==> src/rtl/lcd_pkg.sv <==
// Shared constants and FSM state type for the LCD1602 text buffer.
// Scroll states exist only when LCD_TB_SCROLL_EN is defined.
package lcd_pkg;

  localparam int LCD_COLS  = 16;
  localparam int LCD_CELLS = 32;
  localparam int ADDR_W    = $clog2(LCD_CELLS);

  // Control codes understood by the buffer; all other codes below 0x20 are dropped.
  localparam logic [7:0] CC_LF = 8'h0A;
  localparam logic [7:0] CC_CR = 8'h0D;
  localparam logic [7:0] CC_BS = 8'h08;
  localparam logic [7:0] CC_FF = 8'h0C;

  // Lowest byte value that is stored as a character.
  localparam logic [7:0] PRINT_MIN = 8'h20;

  localparam logic [ADDR_W-1:0] LAST_CELL  = ADDR_W'(LCD_CELLS - 1);
  localparam logic [ADDR_W-1:0] LAST_COL   = ADDR_W'(LCD_COLS - 1);
  localparam logic [ADDR_W-1:0] LINE2_BASE = ADDR_W'(LCD_COLS);

  typedef enum logic [1:0] {
    IDLE        = 2'd0,
    CLEAR       = 2'd1
`ifdef LCD_TB_SCROLL_EN
    ,
    SCROLL_CP   = 2'd2,
    SCROLL_FILL = 2'd3
`endif
  } state_t;

endpackage

==> src/rtl/lcd_text_ram.sv <==
// 32x8 screen storage: one write port, one registered read port for the LCD
// controller and, when LCD_TB_SCROLL_EN is defined, one combinational read
// port used to copy line 2 onto line 1.
module lcd_text_ram
  import lcd_pkg::*;
#(
  parameter logic [7:0] CLR_CHAR = 8'h20
) (
  input  logic              C,
  input  logic              R,
  input  logic              we,
  input  logic [ADDR_W-1:0] wr_addr,
  input  logic [7:0]        wr_data,
  input  logic [ADDR_W-1:0] rd_addr,
  output logic [7:0]        rd_data
`ifdef LCD_TB_SCROLL_EN
  ,
  input  logic [ADDR_W-1:0] cp_addr,
  output logic [7:0]        cp_data
`endif
);

  logic [7:0] mem [LCD_CELLS];

  // Cell write.
  // NOTE: the array has no reset branch; the CLEAR sequence initialises it,
  // which keeps it mappable onto plain RAM. Non-blocking assignment also gives
  // read-before-write on the registered read port below.
  always_ff @(posedge C) begin
    if (we) mem[wr_addr] <= wr_data;
  end

  // Registered read for the LCD controller; returns the pre-write value on a collision.
  always_ff @(posedge C) begin
    if (R) rd_data <= CLR_CHAR;
    else   rd_data <= mem[rd_addr];
  end

`ifdef LCD_TB_SCROLL_EN
  assign cp_data = mem[cp_addr];
`endif

endmodule

==> src/rtl/lcd_text_buffer.sv <==
// Text buffer feeding the LCD1602 controller: accepts a byte stream, keeps a
// cursor and writes characters into a 32-cell screen image.
// Optional feature: define LCD_TB_SCROLL_EN to scroll line 2 up instead of
// wrapping the cursor to cell 0.
module lcd_text_buffer
  import lcd_pkg::*;
#(
  parameter logic [7:0] CLR_CHAR = 8'h20
) (
  input  logic              C,
  input  logic              R,
  input  logic              in_valid,
  input  logic [7:0]        in_data,
  output logic              in_ready,
  input  logic [ADDR_W-1:0] rd_addr,
  output logic [7:0]        rd_data,
  output logic [ADDR_W-1:0] cursor,
  output logic              busy,
  output logic              upd
);

  state_t              state, state_nx;
  logic [ADDR_W-1:0]   idx, idx_nx;       // cell counter for clear / scroll sequences
  logic [ADDR_W-1:0]   cursor_nx;
  logic                upd_nx;
  logic                wrap;
  logic                accept;
  logic                we;
  logic [ADDR_W-1:0]   wr_addr;
  logic [7:0]          wr_data;
`ifdef LCD_TB_SCROLL_EN
  logic [ADDR_W-1:0]   cp_addr;
  logic [7:0]          cp_data;
`endif

  assign in_ready = (state == IDLE);
  assign busy     = (state != IDLE);
  assign accept   = in_valid & in_ready;

  // State, counter, cursor and completion pulse registers.
  always_ff @(posedge C) begin
    if (R) begin
      state  <= CLEAR;
      idx    <= '0;
      cursor <= '0;
      upd    <= 1'b0;
    end else begin
      state  <= state_nx;
      idx    <= idx_nx;
      cursor <= cursor_nx;
      upd    <= upd_nx;
    end
  end

  // Next-state, cursor update and buffer write-port control.
  // NOTE: every output of this block gets a default first, so no path leaves
  // one unassigned and no latch is inferred.
  always_comb begin
    state_nx  = state;
    idx_nx    = idx;
    cursor_nx = cursor;
    upd_nx    = 1'b0;
    wrap      = 1'b0;
    we        = 1'b0;
    wr_addr   = idx;
    wr_data   = CLR_CHAR;
`ifdef LCD_TB_SCROLL_EN
    cp_addr   = LINE2_BASE + ADDR_W'(idx[3:0]);
`endif

    case (state)
      IDLE: begin
        if (accept) begin
          if (in_data >= PRINT_MIN) begin
            we      = 1'b1;
            wr_addr = cursor;
            wr_data = in_data;
            upd_nx  = 1'b1;
            if (cursor == LAST_CELL) wrap = 1'b1;
            else                     cursor_nx = cursor + 1'b1;
          end else begin
            case (in_data)
              CC_LF: begin
                if (!cursor[4]) cursor_nx = LINE2_BASE;
                else            wrap = 1'b1;
              end
              CC_CR: cursor_nx = {cursor[4], 4'b0000};
              CC_BS: begin
                if (cursor != '0) begin
                  cursor_nx = cursor - 1'b1;
                  we        = 1'b1;
                  wr_addr   = cursor - 1'b1;
                  upd_nx    = 1'b1;
                end
              end
              CC_FF: begin
                state_nx = CLEAR;
                idx_nx   = '0;
              end
              default: ;  // other control codes are consumed silently
            endcase
          end
        end
      end

      CLEAR: begin
        we     = 1'b1;
        idx_nx = idx + 1'b1;
        if (idx == LAST_CELL) begin
          state_nx  = IDLE;
          cursor_nx = '0;
          upd_nx    = 1'b1;
        end
      end

`ifdef LCD_TB_SCROLL_EN
      SCROLL_CP: begin
        we      = 1'b1;
        wr_data = cp_data;
        idx_nx  = idx + 1'b1;
        if (idx == LAST_COL) state_nx = SCROLL_FILL;
      end

      SCROLL_FILL: begin
        we     = 1'b1;
        idx_nx = idx + 1'b1;
        if (idx == LAST_CELL) begin
          state_nx  = IDLE;
          cursor_nx = LINE2_BASE;
          upd_nx    = 1'b1;
        end
      end
`endif

      default: begin
        state_nx = CLEAR;
        idx_nx   = '0;
      end
    endcase

    // Cursor ran past the last cell: scroll line 2 up, or restart at cell 0.
    if (wrap) begin
`ifdef LCD_TB_SCROLL_EN
      state_nx = SCROLL_CP;
      idx_nx   = '0;
      upd_nx   = 1'b0;
`else
      cursor_nx = '0;
`endif
    end
  end

  lcd_text_ram #(
    .CLR_CHAR (CLR_CHAR)
  ) u_ram (
    .C       (C),
    .R       (R),
    .we      (we & ~R),
    .wr_addr (wr_addr),
    .wr_data (wr_data),
    .rd_addr (rd_addr),
    .rd_data (rd_data)
`ifdef LCD_TB_SCROLL_EN
    ,
    .cp_addr (cp_addr),
    .cp_data (cp_data)
`endif
  );

endmodule
==> config.mk <==
export PLATFORM = sky130hd
export DESIGN_NAME = lcd_text_buffer
export DESIGN_NICKNAME = d
export VERILOG_FILES = /design/src/rtl/lcd_pkg.sv /design/src/rtl/lcd_text_ram.sv /design/src/rtl/lcd_text_buffer.sv
export SDC_FILE = /design/constraint.sdc
export NUM_CORES = 1
export LEC_CHECK = 0
export CAP_MARGIN = 20
export CORE_MARGIN = 8
export CORE_UTILIZATION = 39
export DETAILED_ROUTE_END_ITERATION = 16
export PLACE_DENSITY = 0.51
export SYNTH_ARGS = -nofsm -noshare
export SYNTH_HDL_FRONTEND = slang
export SYNTH_SLANG_ARGS = --single-unit
==> constraint.sdc <==
create_clock -name C -period 4 [get_ports C]
set_clock_uncertainty 0.1 [all_clocks]
set_input_delay 0.8 -clock C [delete_from_list [all_inputs] [get_ports C]]
set_output_delay 0.8 -clock C [all_outputs]
set_load 0.005 [all_outputs]
==> metrics list, run 1 <==
* Outcome: complete, no violations
- Antenna Nets Post-Route: 0
- At the worst endpoint, the required time is around 4.1 ns.
- Post-Synthesis Cell Area: 0.01121 mm2
- The most used flip-flop cell after synthesis is sky130_fd_sc_hd__edfxtp_1.
- The tightest min-delay check is of the flip-flop to flip-flop type.
* Type of element capturing the critical path: flip-flop
- Layout Area Growth over Synthesis: 18.12%
* Yosys synthesis warning count: 0
* Post-CTS Repair Setup Buffers: 0
- Clock-pin slew of the registers on the worst-case setup and hold paths: 0.06 ns
- Grouping stages by cell kind, the critical path spends the most delay in simple AND/OR/NAND/NOR gates.
- For met3 alone, demand over resource in global routing was 2.225%.
* Fmax: 0.2907 GHz
* Port Buffers: 31
* Top cell types by occurrence after synthesis: sky130_fd_sc_hd__edfxtp_1, sky130_fd_sc_hd__mux4_2, sky130_fd_sc_hd__nor3_1, sky130_fd_sc_hd__clkbuf_1, sky130_fd_sc_hd__dfxtp_1
* Vias after detailed routing: approximately 5900
* Number of violations of the max-capacitance limit: 0
* Number of distinct library cells after synthesis: 57
* Data arrival time of the worst path: 3.56 ns
- The later pin in the worst-skew pair is clocked with a latency of ~0.52 ns.
- Hold repair after CTS inserted 0 buffers.
- Top Ports: 32
- CTS built an H-tree with a depth of 1.
- From left edge to right edge, the die measures 185.6 um.
- Hold violation count in the final report: 0
- Leakage Power: between 4 and 5 nW
- When the netlist entered floorplanning its net count stood at 592.
* Min Hold Slack: 0.4627 ns
- Cell type with the highest aggregate area in the netlist: sky130_fd_sc_hd__edfxtp_1
- After synthesis, the share of flip-flops with an asynchronous set or reset is 0%.
- Number of detailed-routing iterations run before antenna repair: 5
* Met2 demand-to-capacity share in global routing: 23.95%
* Transition time at the pin with the least slew margin: 0.6597 ns
- Setup repair after global routing missed its margin: no
- Overall routed net length: about 25 mm
- At the end of the flow, the number of nets in the layout was 686.
* Rel. slew slack: 55.88%
* List of cells traversed by the critical path: clkdlybuf4s50_1 -> or3_1 -> nor3_1 -> nor4_1 -> buf_4 -> or3_1 -> nor3_1 -> buf_4
- Setup total negative slack on the finished layout was measured at 0 ns.
* Site row count: 62
* CTS buffer count: 28
* First-pass GRT wire length: just under 40 mm
- Area enclosed by the die boundary: 0.03444 mm2
- Category of the critical setup timing path: primary input to flip-flop
- The routed design could run at a clock period as short as 3.439 ns.
- For this design the ratio of total power to cell area is ~440 mW/mm2.
- The congestion estimate from routability-driven global placement came to a little under 0.9.
- Number of max-slew violations in the final report: 0
* Placeable core region: 0.02855 mm2
* GR Layer Usage met1: 20.83%
- IR analysis of the VDD net gives a maximum drop of 0.0003471 V.
* Maximum number of pins on one net before global-route repair: 33
* Number of antenna violations at the first check in global routing: 0
* Cell count after synthesis: roughly 570
- On the worst path, the slowest cell contributes a delay of 0.60 ns.
* Most used routing layer: met2
* Ant diodes: 0
- Total grt overflow: 0
- The clock passes through at most 3 buffers.
* Utilization after layout: 46.40%
* Total half-perimeter wirelength after legalization and detailed placement: 16.42 mm
* Share of the clock period used by the worst path after layout: a little under nine tenths
* Maximum fanout count along the critical path: 11
* Leading post-synthesis cells by cell area: sky130_fd_sc_hd__edfxtp_1, sky130_fd_sc_hd__mux4_2, sky130_fd_sc_hd__dfxtp_1
* Fraction of post-synthesis cell area in the top cell type by area: 68.55%
* TritonCTS clock tree: done
- Setup violation total in the final timing report: 0
* Number of vias per cell after detailed routing: 5.493
- Overall routing resource usage: between 10% and 20%
* Post-CTS sizing: 0
* Count of buffering cells on the critical path with inverters included: 3
* Category of the worst setup path launch point: primary input
* Synthesized area per cell: 19.64 um2
* Library cell used as clock root buffer: sky130_fd_sc_hd__clkbuf_16
- Layout cell share with drive strength beyond 1: 28.72%
- Number of clock sinks seen by CTS: 276
- Register area share after synthesis: between 70% and 80%
* Routed length per instance: roughly 23 um
- After detailed routing, the number of remaining DRC violations is 0.
- Number of global-route vias before repair: 6242
* Highest-delay cell along the critical path: sky130_fd_sc_hd__or3_1
- Number of DRC violations after detailed-routing iteration 0: just under 600
- Starting density of the core: 39.28%
* Count of flip-flops with a built-in enable after synthesis: 256
- Measured along the y axis, the die boundary spans around 190 um.
- The layout has 2458 filler cells.
- The most common cell in the synthesized netlist is sky130_fd_sc_hd__edfxtp_1.
- In this run, synthesis produced a sequential element count of approximately 280.
[cell usage in the layout, fill, tap and decap left out, types with 2 or more instances in the layout]
cell type,n
sky130_fd_sc_hd__xor2_1,2
sky130_fd_sc_hd__a31oi_1,2
sky130_fd_sc_hd__a32oi_1,3
sky130_fd_sc_hd__nor2b_1,2
sky130_fd_sc_hd__nor4b_2,2
sky130_fd_sc_hd__or3_1,8
sky130_fd_sc_hd__nand2b_1,2
sky130_fd_sc_hd__clkinvlp_4,5
sky130_fd_sc_hd__nor3b_1,2
sky130_fd_sc_hd__edfxtp_1,256
sky130_fd_sc_hd__clkinv_2,2
sky130_fd_sc_hd__dfxtp_1,20
sky130_fd_sc_hd__a32o_1,2
sky130_fd_sc_hd__a22o_1,7
sky130_fd_sc_hd__or4b_1,3
sky130_fd_sc_hd__clkbuf_16,29
sky130_fd_sc_hd__and2_1,3
sky130_fd_sc_hd__o211ai_1,3
sky130_fd_sc_hd__clkdlybuf4s50_1,29
sky130_fd_sc_hd__o31ai_1,3
sky130_fd_sc_hd__buf_4,66
sky130_fd_sc_hd__nand3_1,6
sky130_fd_sc_hd__inv_1,7
sky130_fd_sc_hd__a22oi_1,3
sky130_fd_sc_hd__nor3_1,29
sky130_fd_sc_hd__o21ai_0,5
sky130_fd_sc_hd__mux4_2,80
sky130_fd_sc_hd__ha_1,5
sky130_fd_sc_hd__nor2_1,13
sky130_fd_sc_hd__buf_12,3
sky130_fd_sc_hd__clkbuf_1,8
sky130_fd_sc_hd__a311oi_1,2
sky130_fd_sc_hd__nor4_1,10
sky130_fd_sc_hd__clkinv_1,5
sky130_fd_sc_hd__a21oi_1,17
sky130_fd_sc_hd__clkinv_4,2
sky130_fd_sc_hd__and3_1,7
sky130_fd_sc_hd__nand2_1,6
[metrics by stage]
stage | cell area, um2 | std cells | power (mW) | setup WS [ns]
2_1_floorplan | 11210 | 571 | 3.365 | 0.2844
3_3_place_gp | 12410 | 1019 | 3.479 | 0.1448
3_5_place_dp | 12410 | 1019 | 3.483 | 0.07956
4_1_cts | 13250 | 1070 | 5.846 | 0.6339
5_1_grt | 13250 | 1070 | 5.958 | 0.4148
6_report | 13250 | 1070 | 5.774 | 0.5606
[power breakdown]
| part | leakage [nW] | total [mW] | switching, mW | internal (mW) |
|---|---|---|---|---|
| Combinational | 1.35 | 0.277 | 0.137 | 0.139 |
| Clock | 0.391 | 2.36 | 1.03 | 1.33 |
| Sequential | 2.49 | 3.14 | 0.00885 | 3.13 |
[cell type report]
cell class	instances	area (um2)	area share, %
inverter	7	26.28	0.1984
clock buffer	37	755.7	5.705
timing repair buffer	99	850.8	6.423
sequential	276	8088	61.06
multi-input combinational	253	2962	22.36
tap	384	480.5	3.627
clock inverter	14	83.83	0.6328
[tightest hold or removal path, stage by stage, from the launching register on]
cell and delay, ns:
sky130_fd_sc_hd__dfxtp_1 0.36, sky130_fd_sc_hd__o21ai_0 0.09, sky130_fd_sc_hd__a21boi_0 0.07
[sequential cells by signal, summed over array words and instances, names as in the netlist]
register / cells
u_ram.mem: 256
u_ram.rd_data: 8
cursor: 5
idx: 5
state: 1
upd: 1
[metal layers]
layer,vias to the layer above,part of all wire (%)
met5,-,0
met4,0,2.3
met3,38,4.5
met2,148,47
met1,3072,46
li1,2619,-
[path summary, 6_finish.rpt]
check	startpoint	to	slack [ns]	cells after the start
max	in_data[5]	u_ram.mem[23][6]	0.56	8
min	idx[3]	idx[3]	0.46	2
max reg2reg	cursor[1]	u_ram.mem[23][6]	0.69	9
min reg2reg	idx[3]	idx[3]	0.46	2
[logic make-up after synthesis]
| group | share of synthesized area, % |
|---|---|
| AO/OA/AOI/OAI | 4.307 |
| XOR/XNOR | 0.1562 |
| adder cells (fa/ha/maj) | 0.5578 |
| buffers and inverters | 1.495 |
| flip-flops | 72.12 |
| multiplexers | 16.26 |
| AND/OR/NAND/NOR | 5.110 |
Power figures use the tool's default switching activity.
==> run 2: changes to the inputs <==
--- a/config.mk
+++ b/config.mk
@@ -6,9 +6,10 @@
 export NUM_CORES = 1
 export LEC_CHECK = 0
 export CAP_MARGIN = 20
-export CORE_MARGIN = 8
+export CORE_MARGIN = 5
 export CORE_UTILIZATION = 39
 export DETAILED_ROUTE_END_ITERATION = 16
+export GPL_ROUTABILITY_DRIVEN = 1
 export PLACE_DENSITY = 0.51
 export SYNTH_ARGS = -nofsm -noshare
 export SYNTH_HDL_FRONTEND = slang
==> metrics list, run 2 (synthesis results as in run 1) <==
- Clk Latency, worst-skew pair: 0.53 ns (was 0.52 ns)
* Most used routing layer: met2 (unchanged)
* Overall routing resource usage: 15.15% (was 14.88%)
- Bufs on Longest Clock Path: 3 (unchanged)
- The final setup violation count came to 0 (unchanged).
- The highest net fanout along the worst path was 8 (was 11).
- Number of max-slew violations in the final report: 0 (unchanged)
* Vias after detailed routing: 5871 (was 5877)
- The total CTS buffers was 29 (was 28).
- Largest incremental delay on the critical path: 0.64 ns (was 0.60 ns)
- The count of fill cells added during filler insertion was 2451 (was 2458).
- Top flop regs: u_ram.mem: 256 flops, u_ram.rd_data: 8 flops (unchanged).
- Outcome: complete, no violations (unchanged).
- The floorplan core area came to 0.02855 mm2 (unchanged).
* Area enclosed by the die boundary: 0.03225 mm2 (was 0.03444 mm2)
* Site row count: 62 (unchanged)
* Routed length per instance: 23.15 um (was 23.26 um)
* Nets@finish: 687 (was 686)
* First-pass GRT wire length: 37.82 mm (was 38.41 mm)
- Setup repair after global routing missed its margin: no (unchanged).
* Library cell used as clock root buffer: sky130_fd_sc_hd__clkbuf_16 (unchanged)
- Drt drc: 0 (unchanged)
- The upper clock frequency limit was 0.2924 GHz (was 0.2907 GHz).
- Register containing the most flip-flops in the final layout: u_ram.mem (unchanged)
- The H-tree depth is 1 (unchanged).
- Most used cells in the layout excluding fill and tap cells: sky130_fd_sc_hd__edfxtp_1, sky130_fd_sc_hd__mux4_2, sky130_fd_sc_hd__buf_4 (unchanged).
- The die height is 179.6 um (was 185.6 um).
- The hold buffer count at cts came to 0 (unchanged).
* Clock-pin slew of the registers on the worst-case setup and hold paths: 0.06 ns (about the same)
- The count of placed standard cells in the final layout, fillers left out came to 1070 (unchanged).
- The setup TNS after final layout is 0 ns (unchanged).
- Antenna Nets Post-Route: 0 (unchanged)
* Total half-perimeter wirelength after legalization and detailed placement: 16.22 mm (was 16.42 mm)
- Highest-delay cell along the critical path: sky130_fd_sc_hd__or4b_1 (was sky130_fd_sc_hd__or3_1)
- The largest voltage drop on the vdd net came to 0.0003172 V (was 0.0003471 V).
* Type of element capturing the critical path: flip-flop (unchanged)
- The class of the tightest hold or removal check is flip-flop to flip-flop (unchanged).
- Number of global-route vias before repair: 6140 (was 6242)
- Post-CTS Repair Setup Buffers: 0 (unchanged)
- Category of the worst setup path launch point: primary input (unchanged)
- Data arrival time of the worst path: 3.55 ns (was 3.56 ns)
- The top-level I/O count was 32 (unchanged).
- List of cells traversed by the critical path: clkdlybuf4s50_1 -> or4b_1 -> o31ai_1 -> buf_4 -> a21oi_1 -> or3_1 -> nor3_1 -> buf_4 (was clkdlybuf4s50_1 -> or3_1 -> nor3_1 -> nor4_1 -> buf_4 -> or3_1 -> nor3_1 -> buf_4).
* TritonCTS clock tree: done (unchanged)
* Met2 demand-to-capacity share in global routing: 24.31% (was 23.95%)
- Rel. slew slack: 34.43% (was 55.88%)
- The relative area change from synthesis to final layout was 18.34% (was 18.12%).
- DP Cell Count: 1018 (was 1019)
* Port Buffers: 31 (unchanged)
- The maximum number of pins on one net before global-route repair came to 33 (unchanged).
- Routability congestion estimate: 0.8200 (was 0.8801)
- The met1 track demand over resource in global routing is 22.03% (was 20.83%).
- The classification of the worst setup path was primary input to flip-flop (unchanged).
* Number of DRC violations after detailed-routing iteration 0: 465 (was 587)
- Post-CTS sizing: 0 (unchanged)
- Global-route met3 utilization: 2.708% (was 2.225%)
* Number of vias per cell after detailed routing: 5.487 (was 5.493)
- Overall routed net length: 24.77 mm (was 24.88 mm)
* Total grt overflow: 0 (unchanged)
- The starting density of the core came to 39.28% (unchanged).
* Number of flip-flops in the largest register: 256 (unchanged)
* Most repeated library cell on the critical path: sky130_fd_sc_hd__buf_4
- Ant diodes: 0 (unchanged)
* Most frequent standard cell in the layout excluding fill and tap cells: sky130_fd_sc_hd__edfxtp_1 (unchanged)
- The transition at the pin with the smallest max-transition slack was 0.9805 ns (was 0.6597 ns).
- The total iterations of the first detailed-routing run was 5 (unchanged).
* Number of violations of the max-capacitance limit: 0 (unchanged)
- The standby leakage power came to 4.266 nW (was 4.237 nW).
* Fin crit period: 3.420 ns (was 3.439 ns)
- Die outline width: 179.6 um (was 185.6 um)
- Share of the clock period used by the worst path after layout: 85.50% (was 85.99%)
- The number of failing hold endpoints at the final stage is 0 (unchanged).
- The number of antenna violations at the first check in global routing is 0 (unchanged).
* Power per cell area: 439.1 mW/mm2 (was 435.9 mW/mm2)
* Layout cell share with drive strength beyond 1: 27.99% (was 28.72%)
* Number of clock sinks seen by CTS: 276 (unchanged)
- WP data required: 4.14 ns (was 4.12 ns)
run 2: changes by cell type in the layout (fill, tap and decap cells not counted), sizes merged:
cell,before,now
clkinv,9,14
clkinvlp,5,0
clkbuf,37,35
bufinv,0,1
inv,7,8
run 2: final timing paths:
kind	from	depth (start not counted)	end	slack (ns)
max	in_data[3]	8	u_ram.mem[4][1]	0.58
min	idx[3]	2	idx[3]	0.47
max reg2reg	cursor[1]	9	u_ram.mem[1][0]	0.78
min reg2reg	idx[3]	2	idx[3]	0.47
run 2: area by class of cell:
type | instances | area, um2 | area share (%)
Clock inverter | 16 | 96.34 | 0.7259
Timing Repair Buffer | 99 | 870.8 | 6.562
Sequential cell | 276 | 8088 | 60.94
Multi-Input combinational cell | 253 | 2962 | 22.32
Tap cell | 384 | 480.5 | 3.620
Clock buffer | 35 | 748.2 | 5.638
Inverter | 7 | 26.28 | 0.1980
run 2: per-layer routing:
layer / up-vias / wire length (um) / share of wire, %
met5: - / 0 / 0
met4: 0 / 411 / 1.7
met3: 32 / 1180 / 4.8
li1: 2614 / - / -
met1: 3078 / 11400 / 46
met2: 147 / 11790 / 48
run 2: per-stage QoR:
stage          setup WS, ns  utilization [%]  hold slack (ns)  power, mW  cell area [um2]
4_1_cts              0.6012            46.39           0.4586      5.899            13240
2_1_floorplan        0.2844                -           0.3939      3.365            11210
6_report             0.5801            46.49           0.4732      5.828            13270
3_5_place_dp        0.08434            43.43           0.4515      3.482            12400
3_3_place_gp         0.1240            43.43           0.4413      3.478            12400
5_1_grt              0.4413            46.49           0.5315      6.026            13270
run 2: power by group:
group	total, mW	leakage (nW)	switching [mW]	internal (mW)
Combinational	0.276	1.36	0.136	0.139
Sequential	3.14	2.49	0.00926	3.13
Clock	2.41	0.411	1.03	1.38
run 2: critical path, delay by kind of cell:
family / cells / cell delay (ns)
buffers and inverters: 3 / 0.94
AND/OR/NAND/NOR: 3 / 1.35
AO/OA/AOI/OAI: 2 / 0.46
==> run 3: changes to the inputs <==
--- a/config.mk
+++ b/config.mk
@@ -6,7 +6,7 @@
 export NUM_CORES = 1
 export LEC_CHECK = 0
 export CAP_MARGIN = 20
-export CORE_MARGIN = 5
+export CORE_MARGIN = 2
 export CORE_UTILIZATION = 39
 export DETAILED_ROUTE_END_ITERATION = 16
 export GPL_ROUTABILITY_DRIVEN = 1
==> metrics list, run 3 (synthesis results as in run 1) <==
- Min-delay worst type: flip-flop to flip-flop (unchanged)
- The sum of internal, switching and leakage power came to 6.392 mW (was 5.828 mW).
* Share of the clock period used by the worst path after layout: 85.54% (was 85.50%)
- The floorplan core area is 0.02847 mm2 (was 0.02855 mm2).
- Clk Latency, worst-skew pair: 0.53 ns (about the same)
* Number of flip-flops in the largest register: 256 (unchanged)
* Bufs on Longest Clock Path: 3 (unchanged)
- Total length of routed met3 wires: 964 um (was 1.180 mm)
- The post-CTS setup buffer count came to 0 (unchanged).
* DP Cell Count: 1020 (was 1018)
* Data arrival time of the worst path: 3.56 ns (was 3.55 ns)
- The number of failing hold endpoints at the final stage came to 0 (unchanged).
- Drt drc: 0 (unchanged)
- Nets@finish: 687 (unchanged)
- Top Ports: 32 (unchanged)
- Area enclosed by the die boundary: 0.03013 mm2 (was 0.03225 mm2)
* Post-Route Setup TNS: 0 ns (unchanged)
* List of cells traversed by the critical path: clkdlybuf4s50_1 -> or4b_1 -> o41ai_4 -> a32oi_1 -> a2111o_1 -> nor4_1 -> buf_4 (was clkdlybuf4s50_1 -> or4b_1 -> o31ai_1 -> buf_4 -> a21oi_1 -> or3_1 -> nor3_1 -> buf_4)
- Number of global-route vias before repair: 6135 (was 6140)
- The final wirelength was 25.29 mm (was 24.77 mm).
* Category of the worst setup path launch point: primary input (unchanged)
- The transition at the pin with the smallest max-transition slack was 0.9120 ns (was 0.9805 ns).
- The starting density of the core came to 39.39% (was 39.28%).
* Most used cells in the layout excluding fill and tap cells: sky130_fd_sc_hd__edfxtp_1, sky130_fd_sc_hd__mux4_2, sky130_fd_sc_hd__buf_4 (unchanged)
- The total number of placement rows is 62 (unchanged).
- Number of buffers inserted by hold repair at cts: 0 (unchanged)
- Largest incremental delay on the critical path: 0.73 ns (was 0.64 ns)
- The areal power density over the cells came to 474.3 mW/mm2 (was 439.1 mW/mm2).
- Hold Startpoint: idx[3] (unchanged)
- The all-layer global routing usage came to 17.01% (was 15.15%).
- Post-CTS sizing: 0 (unchanged)
- Setup violation total in the final timing report: 0 (unchanged)
- Number of antenna violations at the first check in global routing: 0 (unchanged)
* Register containing the most flip-flops in the final layout: u_ram.mem (unchanged)
* Metal-1 WL: 11.56 mm (was 11.40 mm)
* Layout Area Growth over Synthesis: 20.17% (was 18.34%)
- The required time reported for the critical path endpoint came to 4.14 ns (about the same).
- Library cell used as clock root buffer: sky130_fd_sc_hd__clkbuf_16 (unchanged)
- The commonest non-fill, non-tap cell in the layout is sky130_fd_sc_hd__edfxtp_1 (unchanged).
- Number of clock sinks seen by CTS: 276 (unchanged)
- The maximum number of pins on one net before global-route repair is 33 (unchanged).
- Startpoint of the most critical register-to-register path: cursor[0] (was cursor[1])
- CTS buffer count: 28 (was 29)
* Number of violations of the max-capacitance limit: 0 (unchanged)
* Fmax: 0.2923 GHz (was 0.2924 GHz)
* Total grt overflow: 0 (unchanged)
- The TritonCTS clock tree is done (unchanged).
- The clock-pin slew on the worst setup and hold paths came to 0.06 ns (about the same).
* Fin crit period: 3.422 ns (was 3.420 ns)
- Antenna Nets Post-Route: 0 (unchanged)
- Setup repair after global routing missed its margin: no (unchanged).
* Number of vias per cell after detailed routing: 5.500 (was 5.487)
- Topmost layer with routed signal wires: met4 (unchanged)
- The category of the worst setup path capture point was a flip-flop (unchanged).
* Start point of the critical path: in_data[0] (was in_data[3])
* Number of max-slew violations in the final report: 0 (unchanged)
- The die height was 173.6 um (was 179.6 um).
- Highest-delay cell along the critical path: sky130_fd_sc_hd__or4b_1 (unchanged)
* Total of fill cells in the finished design: 2386 (was 2451)
* Htree depth: 1 (unchanged)
- Dpl ws: 0.06015 ns (was 0.08434 ns)
- Outcome: complete, no violations (unchanged).
* Rel. slew slack: 39.01% (was 34.43%)
* Maximum fanout count along the critical path: 8 (unchanged)
- The number of vias in the routed layout is 5896 (was 5871).
- Category of the critical setup timing path: primary input to flip-flop (unchanged)
- The ratio of cells with drive above 1 in the final layout came to 29.65% (was 27.99%).
- Total half-perimeter wirelength after legalization and detailed placement: 16.78 mm (was 16.22 mm)
* Port Buffers: 31 (unchanged)
- The worst path setup slack after routing is 0.5784 ns (was 0.5801 ns).
- Number of detailed-routing iterations run before antenna repair: 4 (was 5)
* Die outline width: 173.6 um (was 179.6 um)
- The wire length of the first global-routing pass is 38.54 mm (was 37.82 mm).
* Routability congestion estimate: 0.8018 (was 0.8200)
- The starting DRC count in detailed routing was 579 (was 465).
* Min Hold Slack: 0.4769 ns (was 0.4732 ns)
- The largest voltage drop on the vdd net is 0.0002724 V (was 0.0003172 V).
- Routed length per instance: 23.59 um (was 23.15 um)
- The total met2 wirelength after detailed routing was 12.16 mm (was 11.79 mm).
- Leakage Power: 4.367 nW (was 4.266 nW)
- The number of diodes added for antenna fixing came to 0 (unchanged).
* Top flop regs: u_ram.mem: 256 flops, u_ram.rd_data: 8 flops (unchanged)
- Final cell count without fillers: 1072 (was 1070)
[run 3: layout make-up]
class / count / area, um2 / share of cell area [%]
Sequential cell: 276 / 8088 / 60.01
Clock inverter: 21 / 329.1 / 2.442
Inverter: 7 / 26.28 / 0.1950
Timing Repair Buffer: 100 / 858.3 / 6.369
Multi-Input combinational cell: 253 / 2962 / 21.98
Clock buffer: 31 / 733.2 / 5.441
Tap cell: 384 / 480.5 / 3.565
[run 3: worst max-delay path: cells and delay by family]
kind	cells	cell delay [ns]
AO/OA/AOI/OAI	3	1.09
buffers and inverters	2	0.71
AND/OR/NAND/NOR	2	0.96
[run 3: power by group]
group / internal, mW / leakage [nW] / switching (mW) / total [mW]
Combinational: 0.141 / 1.36 / 0.141 / 0.282
Sequential: 3.13 / 2.49 / 0.00915 / 3.14
Clock: 1.90 / 0.517 / 1.07 / 2.97
[run 3: layer usage]
layer | vias up | global-route usage, %
met5 | - | 0
met4 | 0 | 4.937
met3 | 38 | 2.456
met2 | 130 | 27.28
met1 | 3112 | 24.47
li1 | 2616 | -
[run 3: path summary, 6_finish.rpt]
path / end / slack, ns / cells after the start
worst max-delay path: u_ram.mem[30][2] / 0.58 / 7
worst max register to register: u_ram.mem[25][4] / 0.59 / 8
worst min-delay path: idx[3] / 0.48 / 2
worst min register to register: idx[3] / 0.48 / 2
[run 3: metrics by stage]
step	util, %	instance area [um2]
final	47.34	13480
after global routing	47.34	13480
after global placement	43.61	12410
after floorplan	-	11210
after detailed placement	43.61	12410
after CTS	47.34	13480
